$ cat src/rtl/glycemic_pkg.sv
// Shared types and default parameters for the glycemic index monitor.
package glycemic_pkg;

    typedef enum logic [1:0] {
        IDLE   = 2'd0,
        ACCUM  = 2'd1,
        REPORT = 2'd2
    } gi_state_t;

    typedef enum logic {
        DIR_HIGH = 1'b0,
        DIR_LOW  = 1'b1
    } alarm_dir_t;

    localparam int DEF_SENSOR_W = 8;
    localparam int DEF_GI_W     = 4;
    localparam int DEF_WIN_LOG2 = 2;
    localparam int DEF_HI_TH    = 12;
    localparam int DEF_LO_TH    = 3;
    localparam int DEF_HYST     = 1;
    localparam int DEF_CONFIRM  = 2;

endpackage

$ cat src/rtl/gi_alarm_tracker.sv
// Debounced alarm with hysteresis: raises after CONFIRM consecutive qualifying
// windows, releases only once the index moves HYST steps past the threshold.
module gi_alarm_tracker
    import glycemic_pkg::*;
#(
    parameter alarm_dir_t DIR     = DIR_HIGH,
    parameter int         GI_W    = DEF_GI_W,
    parameter int         TH      = DEF_HI_TH,
    parameter int         HYST    = DEF_HYST,
    parameter int         CONFIRM = DEF_CONFIRM
) (
    input  logic            clk,
    input  logic            rst,
    input  logic            i_update,
    input  logic [GI_W-1:0] i_index,
    output logic            o_alarm
);

    localparam int CNT_W = $clog2(CONFIRM + 1);

    logic [CNT_W-1:0] r_cnt;
    logic             r_alarm;
    int               w_idx;
    logic             w_qualify;
    logic             w_release;

    always_comb begin
        w_idx     = int'(i_index);
        w_qualify = 1'b0;
        w_release = 1'b0;
        if (DIR == DIR_HIGH) begin
            w_qualify = (w_idx >= TH);
            w_release = (w_idx < TH - HYST);
        end else begin
            w_qualify = (w_idx <= TH);
            w_release = (w_idx > TH + HYST);
        end
    end

    // Counter saturates at CONFIRM so a long qualifying run cannot wrap.
    always_ff @(posedge clk) begin
        if (rst) begin
            r_cnt   <= '0;
            r_alarm <= 1'b0;
        end else if (i_update) begin
            if (w_qualify) begin
                if (int'(r_cnt) < CONFIRM) begin
                    r_cnt <= r_cnt + CNT_W'(1);
                end
                if (int'(r_cnt) + 1 >= CONFIRM) begin
                    r_alarm <= 1'b1;
                end
            end else begin
                r_cnt <= '0;
                if (w_release) begin
                    r_alarm <= 1'b0;
                end
            end
        end
    end

    assign o_alarm = r_alarm;

endmodule

$ cat src/rtl/glycemic_index_monitor.sv
// Windowed averaging of blood-sensor samples into a glycemic index with
// debounced high/low alarms.
module glycemic_index_monitor
    import glycemic_pkg::*;
#(
    parameter int SENSOR_W = DEF_SENSOR_W,
    parameter int GI_W     = DEF_GI_W,
    parameter int WIN_LOG2 = DEF_WIN_LOG2,
    parameter int HI_TH    = DEF_HI_TH,
    parameter int LO_TH    = DEF_LO_TH,
    parameter int HYST     = DEF_HYST,
    parameter int CONFIRM  = DEF_CONFIRM
) (
    input  logic                clk,
    input  logic                rst,
    input  logic [SENSOR_W-1:0] bloodSensor,
    input  logic                sample_valid,
    input  logic                flush,
    output logic [GI_W-1:0]     glycemicIndex,
    output logic [SENSOR_W-1:0] gi_avg,
    output logic                gi_valid,
    output logic                hi_alarm,
    output logic                lo_alarm
);

    localparam int ACC_W = SENSOR_W + WIN_LOG2;

    gi_state_t           r_state;
    logic [ACC_W-1:0]    r_acc;
    logic [WIN_LOG2-1:0] r_cnt;
    logic [SENSOR_W-1:0] r_avg;
    logic [GI_W-1:0]     r_gi;
    logic                r_valid;

    logic                w_accept;
    logic                w_last;
    logic [ACC_W-1:0]    w_sum;
    logic [SENSOR_W-1:0] w_avg;
    logic [GI_W-1:0]     w_gi;

    assign w_accept = sample_valid && !flush;
    assign w_last   = w_accept && (r_cnt == '1);
    assign w_sum    = r_acc + ACC_W'(bloodSensor);
    assign w_avg    = w_sum[ACC_W-1:WIN_LOG2];
    assign w_gi     = w_avg[SENSOR_W-1 -: GI_W];

    // The accumulator restarts from zero on window completion, so a sample
    // accepted in REPORT opens the next window without a bubble.
    always_ff @(posedge clk) begin
        if (rst) begin
            r_state <= IDLE;
            r_acc   <= '0;
            r_cnt   <= '0;
            r_avg   <= '0;
            r_gi    <= '0;
            r_valid <= 1'b0;
        end else begin
            r_valid <= 1'b0;
            if (flush) begin
                r_acc   <= '0;
                r_cnt   <= '0;
                r_state <= IDLE;
            end else if (w_accept) begin
                r_cnt <= r_cnt + WIN_LOG2'(1);
                if (w_last) begin
                    r_acc   <= '0;
                    r_avg   <= w_avg;
                    r_gi    <= w_gi;
                    r_valid <= 1'b1;
                    r_state <= REPORT;
                end else begin
                    r_acc   <= w_sum;
                    r_state <= ACCUM;
                end
            end else if (r_state == REPORT) begin
                r_state <= IDLE;
            end
        end
    end

    gi_alarm_tracker #(
        .DIR     (DIR_HIGH),
        .GI_W    (GI_W),
        .TH      (HI_TH),
        .HYST    (HYST),
        .CONFIRM (CONFIRM)
    ) u_hi (
        .clk      (clk),
        .rst      (rst),
        .i_update (w_last),
        .i_index  (w_gi),
        .o_alarm  (hi_alarm)
    );

    gi_alarm_tracker #(
        .DIR     (DIR_LOW),
        .GI_W    (GI_W),
        .TH      (LO_TH),
        .HYST    (HYST),
        .CONFIRM (CONFIRM)
    ) u_lo (
        .clk      (clk),
        .rst      (rst),
        .i_update (w_last),
        .i_index  (w_gi),
        .o_alarm  (lo_alarm)
    );

    assign glycemicIndex = r_gi;
    assign gi_avg        = r_avg;
    assign gi_valid      = r_valid;

endmodule

$ cat config.mk
export PLATFORM = sky130hd
export DESIGN_NAME = glycemic_index_monitor
export DESIGN_NICKNAME = d
export VERILOG_FILES = /design/src/rtl/glycemic_pkg.sv /design/src/rtl/gi_alarm_tracker.sv /design/src/rtl/glycemic_index_monitor.sv
export SDC_FILE = /design/constraint.sdc
export NUM_CORES = 1
export LEC_CHECK = 0
export CAP_MARGIN = 30
export CORE_MARGIN = 2
export CORE_UTILIZATION = 55
export DETAILED_ROUTE_END_ITERATION = 8
export PLACE_DENSITY = 0.88
export SKIP_CTS_REPAIR_TIMING = 1
export SYNTH_ARGS = -nofsm -noshare
export SYNTH_HDL_FRONTEND = slang
export SYNTH_SLANG_ARGS = --single-unit
$ cat constraint.sdc
create_clock -name clk -period 7.45 [get_ports clk]
set_clock_uncertainty 0.15 [all_clocks]
set_input_delay 2.235 -clock clk [delete_from_list [all_inputs] [get_ports clk]]
set_output_delay 2.235 -clock clk [all_outputs]
set_load 0.05 [all_outputs]
== Yosys cells after proc, flatten, opt, wreduce, memory -nomap -nowiden ==
Cells that the tools add are included.

* Output and inout bits: 15
* Input port bits: 12
* Logic and storage cells: 54
* Bits in registers: 31

* Add/subtract/negate cells: 6
* Equality and inequality tests: 5
* Order comparisons: 8
* Bitwise operators: 2
* Muxes and demuxes: 12
* Reduce and logical (&&, ||, !) cells: 12

{| class="wikitable"
|+ Operators by type and width
! operator !! number
|-
| $ge 32x3->1 const B || 2
|-
| $add 10x8->10 || 1
|-
| $mux 10 || 1
|-
| $reduce_and 3->1 || 3
|-
| $mux 2 || 4
|-
| $ne 2x2->1 const B || 4
|-
| $mux 1 || 7
|-
| $add 2x1->2 const B || 3
|-
| $add 2x1->3 const B || 2
|-
| $ge 4x4->1 const B || 1
|-
| $gt 4x3->1 const B || 1
|-
| $le 4x2->1 const B || 1
|-
| $lt 2x2->1 const B || 2
|-
| $lt 4x4->1 const B || 1
|-
| $reduce_and 2->1 || 2
|-
| $reduce_bool 2->1 || 2
|-
| $reduce_or 3->1 || 1
|-
| $eq 2x2->1 const B || 1
|-
| $logic_and 1x1->1 || 2
|-
| $not 1->1 || 2
|-
| $reduce_or 2->1 || 1
|-
| $logic_not 1->1 || 1
|}

== Longest topological paths before layout ==
* Word-level depth: 4
* Mapped depth: 8
* Mapped depth without buffers: 8

== Modules after synthesis ==
From an unflattened synthesis, not the netlist that was laid out.

* Cell total of the unflattened synthesis: 197
* Area total of the unflattened synthesis: 1652.8 um^2

{| class="wikitable"
|+ By module, submodules not included
! module !! area each (um^2) !! cells each !! times used !! sequential area each (um^2)
|-
| glycemic_index_monitor || 1331.3 || 158 || 1 || 420.4
|-
| gi_alarm_tracker at u_hi || 161.4 || 19 || 1 || 60.1
|-
| gi_alarm_tracker at u_lo || 160.2 || 20 || 1 || 60.1
|}

== Worst setup path after synthesis ==
Ideal clock, no wire load.

* Path type: input -> register
* From: in bloodSensor[0]
* To: reg u_lo.r_alarm, in the netlist u_lo.o_alarm
* Path buffers: 0
* Data required time: 7.197 ns
* Stages on the path: 8
* Data arrival time: 3.995 ns
* Library setup time: 0.103 ns
* Path slack: 3.202 ns
* Cell sequence: ha_1 > fa_1 > a21oi_1 > nor3_1 > or3_4 > o21ai_1 > a21oi_1 > a2111oi_2

* Word-level cells in the longest chain between the ends: 4
* Elaborated cells on any way between the ends: 7
* Those cells by class: add/sub: 1; order compare: 2; eq/ne: 1; mux: 1; reduce/logical: 2

{| class="wikitable"
|+ Ends and longest elaborated chain
! item !! RTL line !! text
|-
| from (decl) || glycemic_index_monitor.sv:16 || <nowiki>input logic [SENSOR_W-1:0] bloodSensor,</nowiki>
|-
| $add 10x8->10 (*) || glycemic_index_monitor.sv:43 || <nowiki>assign w_sum = r_acc + ACC_W'(bloodSensor);</nowiki>
|-
| $le 4x2->1 or $gt 4x3->1 (tied branches) || gi_alarm_tracker.sv:35, gi_alarm_tracker.sv:36 ||
|-
| $ne 2x2->1 (no line) or $reduce_bool 2->1 (tied branches) || n/a ||
|-
| $reduce_and 3->1 (no line) || n/a ||
|-
| to (signal assigned) || gi_alarm_tracker.sv:44 || <nowiki>r_alarm <= 1'b0;</nowiki>
|-
| to (signal assigned) || gi_alarm_tracker.sv:51 || <nowiki>r_alarm <= 1'b1;</nowiki>
|-
| to (signal assigned) || gi_alarm_tracker.sv:56 || <nowiki>r_alarm <= 1'b0;</nowiki>
|-
| to (decl) || gi_alarm_tracker.sv:22 || <nowiki>logic r_alarm;</nowiki>
|}

Every way passes the cells marked *; elsewhere a longest branch is shown, timed or not.
A chain may end at the register's enable or synchronous reset.

== Final worst setup path ==
Same ends and word-level chain as after synthesis.

==> results.yml <==
status:
  status: "finished, final reports clean"
routing:
  finalWirelength_um: 3542
  drt_iter0_drc: 41
  drt_first_pass_iters: 4
  ant_nets: 0
  wire_per_inst_um: 15.01
  num_vias: 1407
  via_per_inst: 5.962
  post-route-drc-count: 0
layout:
  final_cells: 236
  nNetsFinal: 230
  drive_gt1_share_pct: 8.293
  final.fill_count: 225
  multi_input_area_sq_um: 934.6
  insertedDiodeCount: 0
  regArea_sq_um: 540.5
  areaGrowthSynthToFinish_pct: 17.09
logic_synthesis:
  synth_top_family_by_area: "compound AO/OA/AOI/OAI gates"
  synth_common_cells: "27 x dfxtp_1, 24 x nor2_1, 22 x a21oi_1, 20 x nand2_1, 11 x ha_1"
  yosys_warnings: 0
  synth_compound_area_share_pct: 24.76
  synth_top_area_share_pct: 34.50
  async_flop_share_pct: 0
  synthMostInstantiatedCell: "dfxtp_1"
  ys_ff_latch: 27
  synthXorXnorAreaFrac_pct: 4.393
  seq_area_frac_synth_pct: 34.50
  synth_area_leader_cell: "dfxtp_1"
  syn_avg_cell_area_sq_um: 8.377
  yosys.area_share.simple_pct: 19.81
  synth_area_sq_um: 1567
  synth_edf_count: 0
  syn_inst: 187
  yosys-mux-area-fraction_pct: 0.6390
  synth_area_leaders: "dfxtp_1 35%, ha_1 8.8%, a21oi_1 7.0%"
  ys.flop_type: "dfxtp_1"
  synth_fa_ha_area_share_pct: 10.06
  synth.distinct_cells: 46
  syn_nets: 211
global_routing:
  grt_pass1_vias: 1364
  grt_overflow: 0
  grtUsageMet1_pct: 28.49
  grt_use_total_pct: 23.46
  met3_usage_pct: 4.989
  grt_first_pass_wirelength_um: 6044
  antenna_found_initial: 0
  grt_start_max_net_pins: 17
  busiest_layer: "met2"
  met2_usage_pct: 39.12
placement:
  numPortBuffers: 26
  dp_slack_ns: 2.622
  gp_congestion: 0.9308
  dp_cells: 232
  dp_hpwl_um: 2704
sta:
  max_slew.worst_pin.slew_ns: 0.7722
  fmax_ghz: 0.2218
  drv_slew: 0
  fin_ws_ns: 2.942
  maxSlewHeadroom_pct: 48.33
  hold_viol_final: 0
  fin_crit_sh_pct: 60.52
  setup_viol: 0
  tns_ns: 0
  layout_min_cycle_time_ns: 4.508
  fin_hold_ws_ns: 0.3211
  rsz0062_at_grt: "no"
cts:
  clk_latency_ns: 0.34
  clk_pin_slew_ns: 0.14
  htreeDepth: 1
  cts_buffer_depth: 2
  cts_sinks: 27
  cts_tree: "yes"
  cts_buffers: 3
  cts_root_buffer: "clkbuf_4"
floorplanning:
  initial_core_util_pct: 57.30
  rows: 19
  die_y_um: 57.37
  fp.dieW_um: 57.37
  die-area_sq_um: 3291
  design.core.area_sq_um: 2734
  num_io_pins: 27
pwr:
  ir_drop_mv: 0.1457
  leakage_nw: 0.6542
  p_per_area_nw_per_um2: 145.6
worst_hold_path:
  hp-start: "r_acc[0]"
  hp-class: "flip-flop to flip-flop"
  hold_path_end: "r_acc[0]"
  whs_path_depth: 2
job:
  drv_cap: 0
setup_path:
  rr_startpoint: "r_acc[0]"
  critical_path_arrival_ns: 4.60
  required_ns: 7.55
  path_class: "primary input to flip-flop"
  critical_path.endpoint_type: "flip-flop"
  critPathLaunchType: "primary input"
  r2r.worst_path.cells: 8
  crit_fanout: 5
  worstReg2RegEnd: "u_lo.o_alarm"
  rrSetupSlack_ns: 4.93
==> layout by cell type, fill, tap and decap left out, types with 2 or more instances in the layout <==
cell	instances
nand2b_1	2
o2111a_1	2
a21o_1	3
o21ai_0	2
nor2_1	24
a21oi_2	2
o21ai_1	3
nor2b_1	2
a211oi_2	2
ha_1	11
a22oi_1	5
nor3_1	5
clkbuf_4	3
inv_1	7
nand3_1	2
dfxtp_1	27
nand3b_1	2
xnor2_1	4
nand4_1	2
nand2_1	20
clkdlybuf4s50_1	26
a21oi_1	22
a211oi_1	2
nor4_1	2
xor2_1	2
==> through the flow <==
stage	util [%]	area, sq um	power, mW
floorplan	-	1567	0.1872
global placement	66.00	1804	0.1997
detailed placement	66.00	1804	0.2018
CTS	67.09	1834	0.2673
global route	67.09	1834	0.2778
finish	67.09	1834	0.2671
==> worst max-delay path by stage <==
stage               cells past startpoint  slack [ns]            from      endpoint
finish                                  9        2.94  bloodSensor[0]  u_lo.o_alarm
global route                            9        2.80  bloodSensor[0]  u_lo.o_alarm
CTS                                     9        2.98  bloodSensor[0]  u_lo.o_alarm
detailed placement                      9        2.62  bloodSensor[0]  u_lo.o_alarm
global placement                        9        2.71  bloodSensor[0]  u_lo.o_alarm
floorplan                               8        3.20  bloodSensor[0]  u_lo.o_alarm
==> cell families after synthesis <==
logic type | count (synthesis)
simple gates | 67
compound gates | 53
flops | 27
buf+inv | 20
fa+ha+maj | 12
xor+xnor | 7
mux | 1
==> layout make-up <==
type | count | share of cell area [%]
multi-input combinational | 140 | 50.95
sequential | 27 | 29.47
clock inverter | 1 | 0.4093
clock buffer | 3 | 1.228
tap | 31 | 2.115
timing repair buffer | 26 | 14.19
inverter | 8 | 1.637
==> worst max-delay path, stage by stage <==
cell and delay, ns:
clkdlybuf4s50_1 0.41, ha_1 0.25, fa_1 0.44, a21oi_1 0.22, nor3_1 0.09, or3_4 0.40, o21ai_1 0.13, a21oi_1 0.08
a2111oi_2 0.35
==> flip-flops by register name (all words and copies together) (netlist names) <==
signal / flops
r_acc: 10
u_lo.o_alarm: 1
gi_avg: 8
u_hi.r_cnt: 2
u_lo.r_cnt: 2
u_hi.o_alarm: 1
r_cnt: 2
gi_valid: 1
==> routing by layer <==
metal / up-vias / wire length [um]
li1: 695 / -
met3: 5 / 200
met2: 35 / 1783
met5: - / 0
met1: 672 / 1506
met4: 0 / 51
==> where the power goes <==
part / total, mW / internal [mW] / switching [mW]
clock: 0.0676 / 0.0207 / 0.0469
sequential: 0.148 / 0.147 / 0.00162
combinational: 0.0512 / 0.0223 / 0.0289
total: 0.267 / 0.190 / 0.0774
No activity file was read; power rests on OpenSTA's default activity.
